### src/rtl/module_cpu_control.sv
// Instruction sequencer for a small CPU: fetches a button-submitted instruction,
// walks it through decode/read/calc/store/show with ALU and LCD handshakes.
module module_cpu_control #(
    parameter int TIMEOUT = 8,
    parameter int CNT_W   = 8
) (
    input  logic             clk,
    input  logic             rst,
    input  logic             power,
    input  logic             send,
    input  logic [15:0]      instr,
    input  logic             decoded,
    input  logic             calculated,
    input  logic             lcd_done,
    output logic [2:0]       stateCPU,
    output logic [2:0]       opcode,
    output logic             sinalImm,
    output logic [5:0]       Imm,
    output logic [2:0]       rd_addr1,
    output logic [2:0]       rd_addr2,
    output logic             wr_en,
    output logic [2:0]       wr_addr,
    output logic             clear_all,
    output logic             lcd_start,
    output logic             err,
    output logic [CNT_W-1:0] instr_count
);
    localparam int TW = (TIMEOUT < 2) ? 1 : $clog2(TIMEOUT);

    localparam logic [2:0] OP_CLEAR   = 3'b110;
    localparam logic [2:0] OP_DISPLAY = 3'b111;

    typedef enum logic [2:0] {
        S_OFF    = 3'b000,
        S_FETCH  = 3'b001,
        S_DECODE = 3'b010,
        S_READ   = 3'b011,
        S_CALC   = 3'b100,
        S_SHOW   = 3'b101,
        S_STORE  = 3'b110
    } state_t;

    state_t           r_state;
    state_t           w_state_next;
    logic [15:0]      r_ir;
    logic [15:0]      w_ir_next;
    logic             r_err;
    logic             w_err_next;
    logic [CNT_W-1:0] r_count;
    logic [CNT_W-1:0] w_count_next;
    logic [TW-1:0]    r_tmo;
    logic [TW-1:0]    w_tmo_next;
    logic             r_show_first;
    logic             w_show_first_next;
    logic             w_tmo_hit;
    logic             w_is_store;
    logic             w_unused_lsbs;

    always_ff @(posedge clk) begin
        if (rst) begin
            r_state      <= S_OFF;
            r_ir         <= '0;
            r_err        <= 1'b0;
            r_count      <= '0;
            r_tmo        <= '0;
            r_show_first <= 1'b0;
        end else begin
            r_state      <= w_state_next;
            r_ir         <= w_ir_next;
            r_err        <= w_err_next;
            r_count      <= w_count_next;
            r_tmo        <= w_tmo_next;
            r_show_first <= w_show_first_next;
        end
    end

    // r_tmo counts handshake-less cycles already spent; the handshake is tested first
    // so it wins on the very cycle the limit is hit.
    assign w_tmo_hit = (r_tmo == TW'(TIMEOUT - 1));

    always_comb begin
        w_state_next      = r_state;
        w_ir_next         = r_ir;
        w_err_next        = r_err;
        w_count_next      = r_count;
        w_tmo_next        = r_tmo;
        w_show_first_next = 1'b0;
        if (!power) begin
            w_state_next = S_OFF;
            w_tmo_next   = '0;
        end else begin
            case (r_state)
                S_OFF: w_state_next = S_FETCH;
                S_FETCH: begin
                    if (send) begin
                        w_ir_next    = instr;
                        w_err_next   = 1'b0;
                        w_tmo_next   = '0;
                        w_state_next = S_DECODE;
                    end
                end
                S_DECODE: begin
                    if (decoded) begin
                        w_tmo_next   = '0;
                        w_state_next = S_READ;
                    end else if (w_tmo_hit) begin
                        w_tmo_next   = '0;
                        w_err_next   = 1'b1;
                        w_state_next = S_FETCH;
                    end else begin
                        w_tmo_next = r_tmo + 1'b1;
                    end
                end
                S_READ: begin
                    w_tmo_next   = '0;
                    w_state_next = S_CALC;
                end
                S_CALC: begin
                    if (calculated) begin
                        w_tmo_next = '0;
                        if (r_ir[15:13] == OP_DISPLAY) begin
                            w_state_next      = S_SHOW;
                            w_show_first_next = 1'b1;
                        end else begin
                            w_state_next = S_STORE;
                        end
                    end else if (w_tmo_hit) begin
                        w_tmo_next   = '0;
                        w_err_next   = 1'b1;
                        w_state_next = S_FETCH;
                    end else begin
                        w_tmo_next = r_tmo + 1'b1;
                    end
                end
                S_STORE: begin
                    w_state_next      = S_SHOW;
                    w_show_first_next = 1'b1;
                end
                S_SHOW: begin
                    if (lcd_done) begin
                        w_count_next = r_count + 1'b1;
                        w_state_next = S_FETCH;
                    end
                end
                default: w_state_next = S_OFF;
            endcase
        end
    end

    assign stateCPU    = r_state;
    assign opcode      = r_ir[15:13];
    assign wr_addr     = r_ir[12:10];
    assign rd_addr1    = r_ir[9:7];
    assign rd_addr2    = r_ir[6:4];
    assign sinalImm    = r_ir[6];
    assign Imm         = r_ir[5:0];
    assign err         = r_err;
    assign instr_count = r_count;

    // Strobes are gated by power so a switch-off in STORE never commits a write.
    assign w_is_store = (r_state == S_STORE) && power;
    assign wr_en      = w_is_store && (opcode != OP_CLEAR) && (opcode != OP_DISPLAY);
    assign clear_all  = w_is_store && (opcode == OP_CLEAR);
    assign lcd_start  = (r_state == S_SHOW) && r_show_first && power;

    assign w_unused_lsbs = ^r_ir[3:0];
endmodule

### config.mk
export PLATFORM = sky130hd
export DESIGN_NAME = module_cpu_control
export DESIGN_NICKNAME = d
export VERILOG_FILES = /design/src/rtl/module_cpu_control.sv
export SDC_FILE = /design/constraint.sdc
export NUM_CORES = 1
export LEC_CHECK = 0
export ABC_AREA = 0
export BUFFER_PORTS_ARGS = -buffer_cell sky130_fd_sc_hd__clkbuf_2
export CAP_MARGIN = 15
export CORE_MARGIN = 2
export CORE_UTILIZATION = 43
export DETAILED_ROUTE_END_ITERATION = 6
export PLACE_DENSITY = 0.85
export SETUP_SLACK_MARGIN = 0.2
export SYNTH_ARGS = -nofsm -noshare
export SYNTH_HDL_FRONTEND = slang
export SYNTH_SLANG_ARGS = --single-unit
### constraint.sdc
create_clock -name clk -period 1.3 [get_ports clk]
set_input_delay 0.325 -clock clk [delete_from_list [all_inputs] [get_ports clk]]
set_output_delay 0.325 -clock clk [all_outputs]
set_load 0.005 [all_outputs]
==> results of run 1 <==
==> flip-flops by register name, indices dropped and copies added (netlist names) <==
register      cells
r_ir             16
instr_count       8
r_tmo             3
stateCPU          3
err               1
r_show_first      1
==> kinds of logic (layout without fill, tap and decap cells) <==
logic type / count (synthesis) / count (layout) / synth area share (%)
and+or+nand+nor: 82 / 82 / 27.93
AOI/OAI and AO/OA: 37 / 37 / 15.54
DFF: 32 / 32 / 43.46
buffers and inverters: 15 / 116 / 5.602
xor gates and xnor gates: 7 / 7 / 4.160
adders and majority gates: 3 / 3 / 2.547
muxes: 1 / 1 / 0.7640
==> layer usage <==
layer  routed length (µm)  global-route usage, %
met5                    0                      0
met3                  205                  6.667
met2                 2442                  42.20
met1                 1747                  25.08
met4                  138                  9.167
==> final cells by class <==
type / instances / area [µm²]
clock buffers: 5 / 37.54
clock inverters: 3 / 23.77
fillers: 216 / 700.7
inverters: 3 / 11.26
multi-input cells: 130 / 992.2
flip-flops and latches: 32 / 700.7
well taps: 46 / 57.56
repair buffers: 105 / 787.0
==> stage by stage <==
stage	utilization, %	total power [mW]
5_1_grt	78.84	1.912
2_1_floorplan	-	1.107
3_3_place_gp	60.54	1.196
3_5_place_dp	60.54	1.200
4_1_cts	72.83	1.815
6_report	78.84	1.826
==> critical path: stages (launching register included) <==
cell and delay [ns]:
dfxtp_4 0.36, nand4b_1 0.23, a21oi_1 0.17, clkbuf_2 0.14
==> power by group <==
part | total [mW] | internal [mW] | switching (mW)
clock network | 0.596 | 0.212 | 0.384
logic | 0.240 | 0.120 | 0.119
registers | 0.990 | 0.979 | 0.0104
==> cells in the final DEF (no fill, tap or decap), types with 3 or more instances in the layout <==
cell	instances
clkbuf_2	49
nor3_4	4
inv_1	3
clkbuf_4	5
a21oi_2	9
xnor2_1	5
nor3_2	3
dfxtp_2	21
dfxtp_4	9
a22o_1	3
nand2_1	36
nor2_1	10
a21oi_1	14
buf_6	21
buf_4	30
nand3_1	3
nor2_2	3
==> repair_timing <==
item | CTS | global route
setup endpoints to repair | 65 | 65
pin swaps | 22 | 10
resized for setup | 67 | 31
buffers inserted | 17 | 6
gates cloned | 0 | 1
==> worst max path at each step <==
stage | cells after the start | to | slack [ns]
after floorplan | 6 | stateCPU[1]$_SDFFE_PP0P_ | 0.007
after global placement | 6 | stateCPU[1]$_SDFFE_PP0P_ | -0.02
after detailed placement | 4 | clear_all | -0.04
after CTS | 3 | wr_en | -0.27
after global routing | 3 | wr_en | -0.37
final | 3 | wr_en | -0.27
==> results by group, run 1 <==
Outcome
  – Outcome: complete, but fails checks
  – Failing checks: negative setup slack

Setup path
  – CP Launch Point: stateCPU[0]$_SDFFE_PP0P_
  – FF-to-FF path depth: 7
  – CP Data Required Time: 0.98 ns
  – CP Max Fanout: 3
  – Reg-to-Reg Start: stateCPU[2]$_SDFFE_PP0P_
  – WS Path Type: flop to output pin
  – Crit path capture type: output pin
  – Reg-to-reg endpoint: r_tmo[0]$_SDFFE_PP0P_
  – Crit path DAT: 1.25 ns
  – Worst setup SP type: flop
  – R2R Setup Slk: -0.15 ns

Route
  – Via count of the routed design: 1665
  – Post-DRT Antenna Nets: 0
  – DR pass1 iterations: 4
  – DRT iter0 DRCs: 26
  – Post-Route WL: 4533 µm
  – DR DRC count: 0
  – Vias per cell: 5.139
  – WL/cell: 13.99 µm

Floorplan
  – Core area: 0.003311 mm²
  – Die Area: 0.003912 mm²
  – DIE HEIGHT: 62.55 µm
  – Horiz. Die Dim: 62.55 µm
  – I/O pin cnt: 57
  – Initial core utilization: 44.52%
  – Placement row count: 21

Hold path
  – Hold EP: r_ir[15]$_SDFFE_PP0P_
  – Beginning of the worst hold path: instr[15]
  – Hold Path Cell Cnt: 3
  – Hold Path Class: primary input to flop

Clock network
  – CTS Sinks: 32
  – Clock-pin slew on the worst setup and hold paths: 0.11 ns
  – CTS Buf Count: 5
  – CTS root buffer: clkbuf_4
  – CTS HTree Levels: 2
  – CTS Hold Bufs: 0
  – Clock latency on the worst-skew pair: 0.35 ns
  – CTS tree: built
  – Clock Tree Buf Depth: 2

Timing
  – Slew of the pin with the lowest slew margin: 0.3159 ns
  – Hold_ws: 0.1740 ns
  – Setup TNS: -2.946 ns
  – Rel. slew slack: 78.76%
  – Fmax: 0.6366 GHz
  – Final setup fails: 34
  – Tcrit/Tclk final: 120.8%
  – Final WS setup: -0.2708 ns
  – Final Max Slew Viols: 0
  – Final Skew: 0.008943 ns
  – Crit path time final: 1.571 ns
  – Final Hold Fails: 0
  – RSZ-0062 raised after global routing: yes

Final layout
  – Share of layout cells above drive strength 1: 66.55%
  – Fin area: 0.002610 mm²
  – Layout area overhead: 77.08%
  – Ant diodes: 0
  – Nets: 303
  – Post-route insts no fill: 324

Synthesis
  – Yosys cell types: 36
  – Post-synth EDFFs: 0
  – Seq/Total Area, Yosys: 43.46%
  – Yosys reg bits: 32
  – Synth async-reset ratio: 0%
  – Synth warnings: 0
  – Cells after synthesis: 177
  – Top post-synthesis cells by count: nand2_1, dfxtp_1, a21oi_1
  – Avg Inst Size Synth: 8.327 µm²
  – Top-count cell post-synth: nand2_1
  – Most used DFF post-synth: dfxtp_1
  – Post-Synthesis Cell Area: 0.001474 mm²
  – Post-Syn Nets: 203
  – Area leader, netlist: dfxtp_1
  – Area share of the largest cell type after synthesis: 43.46%
  – Top cells by area, synth: dfxtp_1, nand2_1, a21oi_1

Run
  – Maxcap violations: 0

Placed design
  – I/O Buffers: 56
  – Placed Instances: 292
  – Placed instance area: 0.002004 mm²
  – Routability Congestion: 0.8978
  – HPWL after DPL: 2719 µm
  – Place WS: -0.04274 ns

Global routing
  – Total Routing Usage GR: 23.17%
  – GRT Residual Overflow: 0
  – Global-route wire length before repair: 7189 µm
  – Antenna violations before repair: 0
  – Vias in the first global route: 1615
  – Largest net degree at the start of global routing: 26

Power and ir drop
  – Areal power density over the cells: 699.6 mW/mm²
  – Leak: 1.140 nW
  – Max IR drop VDD: 0.8735 mV
(Power assumes the default switching activity.)
==> inputs of run 2 (changes only) <==
CORE_ASPECT_RATIO = 0.6   (was unset)
==> results by group, run 2 (synthesis results as in run 1) <==
Final layout
  – Multi-input logic area: 0.001165 mm²
  – Leading cell types in the layout, fill and taps excluded: clkbuf_2, buf_4, buf_6
  – Nets: 311
  – Post-route insts no fill: 331
  – Top reg by flops: r_ir
  – Register Area: 689.4 µm²
  – Share of layout cells above drive strength 1: 73.43%
  – Filler cell count: 160
  – Max reg flops: 16
  – Layout area overhead: 95.84%
  – Ant diodes: 0
  – Commonest non-fill, non-tap cell in the layout: clkbuf_2

Setup path
  – Crit path capture type: output pin
  – CP cell instances: nand4b_1 > nor3_1 > buf_2
  – Crit path DAT: 1.29 ns
  – CP Data Required Time: 0.98 ns
  – Slowest cell on the critical path: dfxtp_4
  – Worst path top cell family by delay: simple AND/OR/NAND/NOR gates
  – WS Path Type: flop to output pin
  – Crit-path max cell delay: 0.37 ns
  – R2R Setup Slk: -0.24 ns
  – CP Max Fanout: 6
  – CP bufs+invs: 1
  – Worst setup SP type: flop

Floorplan
  – Horiz. Die Dim: 79.59 µm
  – I/O pin cnt: 57
  – Die Area: 0.003928 mm²
  – Core area: 0.003263 mm²
  – Initial core utilization: 45.17%
  – Placement row count: 16
  – DIE HEIGHT: 49.35 µm

Clock network
  – CTS Sinks: 32
  – CTS root buffer: clkbuf_8
  – CTS HTree Levels: 2
  – Clock latency on the worst-skew pair: 0.30 ns
  – Clock Tree Buf Depth: 2
  – Clock-pin slew on the worst setup and hold paths: 0.06 ns
  – CTS Buf Count: 5
  – CTS tree: built

Route
  – Vias per cell: 5.423
  – Post-Route WL: 6259 µm
  – Post-DRT Antenna Nets: 0
  – DR pass1 iterations: 4
  – Via count of the routed design: 1795
  – WL/cell: 18.91 µm
  – DR DRC count: 0
  – DRT iter0 DRCs: 105

Power and ir drop
  – Switch Pwr: 562.7 µW
  – Internal power: 1.572 mW
  – Net Sw Frac: 26.36%
  – Leak: 1.332 nW
  – Areal power density over the cells: 739.6 mW/mm²
  – Max IR drop VDD: 0.6609 mV
  – Seq pwr share: 46.7%
  – Clock power frac: 38.0%
  – Combinational fraction of design power: 15.3%

Timing
  – Rel. slew slack: 74.92%
  – Fmax: 0.6181 GHz
  – Final setup fails: 34
  – Slew of the pin with the lowest slew margin: 0.3762 ns
  – Final Hold Fails: 0
  – Hold_ws: 0.2451 ns
  – Final Max Slew Viols: 0
  – Tcrit/Tclk final: 124.5%
  – RSZ-0062 raised after global routing: yes
  – Crit path time final: 1.618 ns
  – Final WS setup: -0.3180 ns
  – Final Skew: 0.01347 ns

Placed design
  – I/O Buffers: 56
  – HPWL after DPL: 2889 µm
  – Routability Congestion: 0.9073
  – Placed Instances: 292

Global routing
  – Global-route wire length before repair: 7686 µm
  – Antenna violations before repair: 0
  – GRT Residual Overflow: 0
  – Vias in the first global route: 1611
  – Largest net degree at the start of global routing: 26
  – Total Routing Usage GR: 26.11%

Outcome
  – Failing checks: negative setup slack
  – Outcome: complete, but fails checks

Run
  – Maxcap violations: 0

Hold path
  – Hold Path Class: primary input to flop
## run 2: changes by cell type in the layout (fill, tap and decap cells not counted), sizes merged
cell,previous run,this run
buf,55,66
clkinvlp,2,0
clkinv,1,0
## run 2: per-stage QoR
step           setup TNS, ns  setup WS, ns  utilization [%]  power, mW  area (µm²)
4_1_cts               -1.180       -0.2014            73.77      2.031        2407
3_5_place_dp         -0.5402      -0.08737            62.00      1.211        2023
5_1_grt               -5.647       -0.3421            88.46      2.205        2887
6_report              -4.412       -0.3180            88.46      2.135        2887
3_3_place_gp         -0.2860      -0.04710            62.00      1.207        2023
2_1_floorplan              0      0.006882                -      1.107        1563
## run 2: path summary, 6_finish.rpt
path                            start                       end  cells after the start
max          stateCPU[0]$_SDFFE_PP0P_                 clear_all                      3
min                         instr[15]     r_ir[15]$_SDFFE_PP0P_                      3
max reg2reg  stateCPU[1]$_SDFFE_PP0P_  stateCPU[1]$_SDFFE_PP0P_                      6
min reg2reg      r_ir[3]$_SDFFE_PP0P_      r_ir[3]$_SDFFE_PP0P_                      2
## run 2: power groups by stage
stage	Sequential (mW)	Clock, mW	Combinational (mW)
floorplan	1.03	0	0.0800
global placement	1.03	0	0.180
detailed placement	1.03	0	0.184
CTS	0.996	0.806	0.229
global route	0.998	0.863	0.344
finish	0.996	0.811	0.328
## run 2: final cells by class
cell class                 count  share of cell area [%]
tap                           45                   1.951
sequential                    32                   23.88
inverter                       3                  0.3901
clock buffer                   8                   3.121
multi-input combinational    130                   40.36
timing repair buffer         113                   30.30
## run 2: what timing repair did
action,CTS,global route
buffers inserted,18,12
endpoints found under the hold margin,0,0
setup endpoints to repair,48,51
pin swaps,27,45
resized for setup,45,89
hold buffers,0,0
cloned,0,1
## run 2: per-layer routing
metal | wire length, µm | GRT usage [%] | share of wire, % | up-vias
met3 | 508 | 7.222 | 8.1 | 16
li1 | - | - | - | 827
met5 | 0 | 0 | 0 | -
met2 | 2975 | 40.34 | 48 | 114
met1 | 2572 | 33.11 | 41 | 838
met4 | 204 | 13.79 | 3.3 | 0
## run 2: worst reg2reg max path, delay by kind of cell, from the launching register on
kind / cells / cell delay (ns)
buffers and inverters: 2 / 0.24
and+or+nand+nor: 2 / 0.32
AOI/OAI and AO/OA: 2 / 0.52
DFF: 1 / 0.37
